### src/rtl/multicycle_controller.sv
// Multi-cycle RV32I control FSM driving datapath muxes, write enables and ALU op.
// Optional CTRL_ILLEGAL_TRAP_EN adds an illegal output and a sticky TRAP state.
module multicycle_controller (
    input  logic       clk,
    input  logic       reset,
    input  logic [6:0] op,
    input  logic [2:0] funct3,
    input  logic       funct7b5,
    input  logic       zero,
    output logic       pcwrite,
    output logic       adrsrc,
    output logic       memwrite,
    output logic       irwrite,
    output logic       regwrite,
    output logic [1:0] resultsrc,
    output logic [1:0] alusrca,
    output logic [1:0] alusrcb,
    output logic [1:0] immsrc,
`ifdef CTRL_ILLEGAL_TRAP_EN
    output logic       illegal,
`endif
    output logic [2:0] alucontrol
);

    localparam logic [3:0] FETCH    = 4'd0;
    localparam logic [3:0] DECODE   = 4'd1;
    localparam logic [3:0] MEMADR   = 4'd2;
    localparam logic [3:0] MEMREAD  = 4'd3;
    localparam logic [3:0] MEMWB    = 4'd4;
    localparam logic [3:0] MEMWRITE = 4'd5;
    localparam logic [3:0] EXECUTER = 4'd6;
    localparam logic [3:0] EXECUTEI = 4'd7;
    localparam logic [3:0] ALUWB    = 4'd8;
    localparam logic [3:0] JAL      = 4'd9;
    localparam logic [3:0] BEQ      = 4'd10;
    localparam logic [3:0] TRAP     = 4'd11;

    localparam logic [6:0] OP_LW  = 7'b0000011;
    localparam logic [6:0] OP_SW  = 7'b0100011;
    localparam logic [6:0] OP_R   = 7'b0110011;
    localparam logic [6:0] OP_I   = 7'b0010011;
    localparam logic [6:0] OP_JAL = 7'b1101111;
    localparam logic [6:0] OP_BEQ = 7'b1100011;

    logic [3:0] state;
    logic [3:0] state_next;
    logic [1:0] aluop;
    logic       pcupdate;
    logic       branch;
    logic       irwrite_raw;
    logic       memwrite_raw;
    logic       regwrite_raw;
    logic       funct3_ok;

    assign funct3_ok = (funct3 == 3'b000) || (funct3 == 3'b110) ||
                       (funct3 == 3'b111);

    always_ff @(posedge clk) begin
        if (reset) state <= FETCH;
        else       state <= state_next;
    end

    always_comb begin
        state_next = FETCH;
        case (state)
            FETCH:   state_next = DECODE;
            DECODE: begin
                case (op)
                    OP_LW, OP_SW: state_next = MEMADR;
                    OP_R:         state_next = EXECUTER;
                    OP_I:         state_next = EXECUTEI;
                    OP_JAL:       state_next = JAL;
                    OP_BEQ:       state_next = BEQ;
`ifdef CTRL_ILLEGAL_TRAP_EN
                    default:      state_next = TRAP;
`else
                    default:      state_next = FETCH;
`endif
                endcase
            end
            MEMADR:  state_next = (op == OP_LW) ? MEMREAD : MEMWRITE;
            MEMREAD: state_next = MEMWB;
            EXECUTER, EXECUTEI: begin
`ifdef CTRL_ILLEGAL_TRAP_EN
                state_next = funct3_ok ? ALUWB : TRAP;
`else
                state_next = ALUWB;
`endif
            end
            JAL:     state_next = ALUWB;
`ifdef CTRL_ILLEGAL_TRAP_EN
            TRAP:    state_next = TRAP;
`endif
            default: state_next = FETCH;
        endcase
    end

    always_comb begin
        adrsrc       = 1'b0;
        irwrite_raw  = 1'b0;
        memwrite_raw = 1'b0;
        regwrite_raw = 1'b0;
        resultsrc    = 2'b00;
        alusrca      = 2'b00;
        alusrcb      = 2'b00;
        aluop        = 2'b00;
        pcupdate     = 1'b0;
        branch       = 1'b0;
        case (state)
            FETCH: begin
                irwrite_raw = 1'b1;
                alusrcb     = 2'b10;
                resultsrc   = 2'b10;
                pcupdate    = 1'b1;
            end
            DECODE: begin
                alusrca = 2'b01;
                alusrcb = 2'b01;
            end
            MEMADR: begin
                alusrca = 2'b10;
                alusrcb = 2'b01;
            end
            MEMREAD:  adrsrc = 1'b1;
            MEMWB: begin
                resultsrc    = 2'b01;
                regwrite_raw = 1'b1;
            end
            MEMWRITE: begin
                adrsrc       = 1'b1;
                memwrite_raw = 1'b1;
            end
            EXECUTER: begin
                alusrca = 2'b10;
                aluop   = 2'b10;
            end
            EXECUTEI: begin
                alusrca = 2'b10;
                alusrcb = 2'b01;
                aluop   = 2'b10;
            end
            ALUWB:    regwrite_raw = 1'b1;
            JAL: begin
                alusrca  = 2'b01;
                alusrcb  = 2'b10;
                pcupdate = 1'b1;
            end
            BEQ: begin
                alusrca = 2'b10;
                aluop   = 2'b01;
                branch  = 1'b1;
            end
            default: ;
        endcase
    end

    // Write strobes are squashed while reset is held, whatever the state.
    assign pcwrite  = ~reset & (pcupdate | (branch & zero));
    assign irwrite  = ~reset & irwrite_raw;
    assign memwrite = ~reset & memwrite_raw;
    assign regwrite = ~reset & regwrite_raw;

`ifdef CTRL_ILLEGAL_TRAP_EN
    assign illegal = (state == TRAP);
`endif

    always_comb begin
        case (op)
            OP_SW:   immsrc = 2'b01;
            OP_BEQ:  immsrc = 2'b10;
            OP_JAL:  immsrc = 2'b11;
            default: immsrc = 2'b00;
        endcase
    end

    always_comb begin
        alucontrol = 3'b000;
        case (aluop)
            2'b01: alucontrol = 3'b001;
            2'b10: begin
                case (funct3)
                    3'b000:  alucontrol = (funct7b5 & op[5]) ? 3'b001 : 3'b000;
                    3'b110:  alucontrol = 3'b011;
                    3'b111:  alucontrol = 3'b010;
                    default: alucontrol = 3'b000;
                endcase
            end
            default: alucontrol = 3'b000;
        endcase
    end

endmodule

### config.mk
export PLATFORM = sky130hd
export DESIGN_NAME = multicycle_controller
export DESIGN_NICKNAME = d
export VERILOG_FILES = /design/src/rtl/multicycle_controller.sv
export SDC_FILE = /design/constraint.sdc
export NUM_CORES = 1
export LEC_CHECK = 0
export ABC_CLOCK_PERIOD_IN_PS = 1600
export BUFFER_PORTS_ARGS = -buffer_cell sky130_fd_sc_hd__buf_2
export CAP_MARGIN = 30
export CORE_MARGIN = 8
export CORE_UTILIZATION = 43
export DETAILED_ROUTE_END_ITERATION = 6
export PLACE_DENSITY_LB_ADDON = 0.08
export SYNTH_ARGS = -nofsm -noshare
export SYNTH_HDL_FRONTEND = slang
export SYNTH_SLANG_ARGS = --single-unit
### constraint.sdc
create_clock -name clk -period 1.6 [get_ports clk]
set_clock_uncertainty 0.05 [all_clocks]
set_input_delay 0.16 -clock clk [delete_from_list [all_inputs] [get_ports clk]]
set_output_delay 0.16 -clock clk [all_outputs]
set_load 0.1 [all_outputs]
==> results.ini <==
[timing]
worst_slack_ps=-275
setup_viol=7
period_share=1.17
final.min_clock_period_ps=1870
rsz0062_at_grt=true
timing.hold.ws_ps=194
maxSlewViolCount=0
fmax_mhz=533
hold_viol=0

[synth]
yosysUniqueCellTypes=39
syn_avg_cell_area_um2=7.98
syn-num-nets=88
synthSimpleGateAreaFrac=0.462
synth-main-ff-cell=dfxtp_1
synth_top_family_by_area=simple AND/OR/NAND/NOR gates
ys_warn_count=0
synth_xor_area_frac=0.0610
synth-async-reset-ratio=0
synth_compound_area_frac=0.168
syn-instance-count=72
muxShareOfSynthArea=0
ys_seq_area_frac=0.139
netlist_area_um2=574
ys_ff_latch=4
synthAdderAreaFrac=0.0436
synth_edf_count=0

[power_and_ir_drop]
finalPower_w=0.000549
ir_drop_mv=0.382
p_leak_nw=0.463
pwr_density_cell_mw_per_mm2=451

[status]
violations=setup timing
status=finished with violations

[placement]
placed_area_mm2=0.00111
dpl_worst_slack_ps=-27.5
globalplace.congestion=0.859
io_buffers=28
place.detailed.hpwl_um=1680

[clocking]
ctsHoldBuffers=0
ctsHtreeMaxLevel=1
clockBufferDepth=2
cts_num_sinks=4
cts_buffers=3
clkSlewWorstSetupHoldPaths_ps=40
cts_root_buf=clkbuf_4
cts_tree=yes
insertion_delay_ps=250

[floorplan]
die_area_mm2=0.00276
core_mm2=0.00127
start_util=0.453
die_x_um=52.5
rows=13
pin_count=30
die_h_um=52.5

[final_layout]
num_antenna_cells=0
final_util=0.959
final_area_mm2=0.00122
nNetsFinal=128
reg_top3=state: 4 flops
register_area_um2=85.1
fillCellCount=31
multi_input_area_um2=584
drive_gt1_frac=0.691
largest_register_ffs=4
top_register=state
syn_to_final_growth_pct=112

[grt]
grt_overflow=0
grt_max_degree=12
grt_pass1_vias=727
grt_util_all_layers=0.173
antenna_found_initial=0
grt_pass1_wl_um=3530

[min_path]
hold_end=state[3]
min-delay-start=reset
whs_path_depth=2
hold_path_class=in2reg

[setup_path]
r2r-end=state[3]
reg2reg_depth=5
crit_path_max_fanout=3
crit_required_ps=1390
rrSetupSlack_ps=230
crit_path_start_kind=flip-flop
critPathCaptureType=output port
worstPathArrival_ps=1660
path_class=reg2out
r2r-start=state[1]

[routing]
drtPass1Iterations=4
drt_iter0_markers=36
vias=747
route.antenna.remaining_nets=0
wirelength_um=2860
vias_per_cell=5.98
drc_errors=0
wl_per_cell_um=22.9

[flow_run]
max_cap_violations=0

==> worst max path at each step <==
| stage | start | to | slack, ps | depth (start not counted) |
|---|---|---|---|---|
| 6_report | state[0] | alucontrol[1] | -270 | 5 |
| 5_1_grt | state[0] | alucontrol[0] | -320 | 7 |
| 4_1_cts | state[2] | alucontrol[0] | -250 | 7 |
| 3_5_place_dp | state[3] | alucontrol[0] | -30 | 7 |
| 3_3_place_gp | state[2] | alucontrol[1] | 60 | 5 |
| 2_1_floorplan | state[2] | alusrcb[0] | -600 | 4 |
==> worst max-delay path: stages (launching register included) <==
cell	delay, ps
dfxtp_2	330
and4bb_2	330
inv_2	60
ha_4	210
and3b_4	310
buf_12	170
==> cell usage in the layout, fill, tap and decap left out, drive strengths merged, types with 2 or more instances in the layout <==
cell,instances
a21boi,2
nand4,2
nor3,6
nand2,6
and2,2
xnor2,3
ha,2
or3,3
nor2,3
clkbuf,3
inv,5
and4b,2
dfxtp,4
nand2b,4
and4bb,2
a21oi,5
buf,40
==> final cells by class <==
type	instances	share of cell area
multi-input cells	57	0.480
repair buffers	40	0.394
flip-flops and latches	4	0.0700
inverters	6	0.0216
clock buffers	3	0.0185
well taps	15	0.0154
==> power by group <==
part	switching [W]	internal (W)	leakage [nW]	total, W
combinational	0.000192	0.000113	0.415	0.000306
clock	0.0000526	0.0000847	0.0138	0.000137
sequential	0.00000298	0.000103	0.0343	0.000106
total	0.000248	0.000301	0.463	0.000549
==> Yosys cell counts, types with 2 or more instances <==
cell type	count	share of area
or3_4	2	0.039
xnor2_1	3	0.046
a21oi_2	2	0.031
buf_6	3	0.059
a21boi_0	2	0.026
a21oi_1	3	0.026
and4b_1	2	0.035
nand2_1	6	0.039
ha_1	2	0.044
nand2b_1	4	0.044
inv_1	6	0.039
nor2_1	2	0.013
nor3_1	5	0.044
dfxtp_1	4	0.14
nand4_1	2	0.022
==> cell families after synthesis <==
kind of cell | count (synthesis)
adder cells (fa/ha/maj) | 2
flip-flops | 4
buffers and inverters | 11
XOR/XNOR | 4
AND/OR/NAND/NOR | 37
other | 1
AO/OA/AOI/OAI | 13
==> through the flow <==
step	cells	setup TNS, ps
6_report	125	-1060
5_1_grt	125	-1340
4_1_cts	126	-921
3_5_place_dp	119	-27.5
3_3_place_gp	119	0
2_1_floorplan	72	-1840
==> layer usage <==
| layer | wire (µm) | track usage |
|---|---|---|
| met5 | 0 | 0 |
| met4 | 48 | 0.0819 |
| met3 | 151 | 0.0455 |
| met2 | 1550 | 0.304 |
| met1 | 1110 | 0.186 |
==> repair_timing <==
action | CTS | global route
buffers inserted | 4 | 1
gates resized for setup | 6 | 10
endpoints found under the setup margin | 6 | 12
cloned | 0 | 0
pin swaps | 5 | 5
No activity file was read; power rests on OpenSTA's default activity.
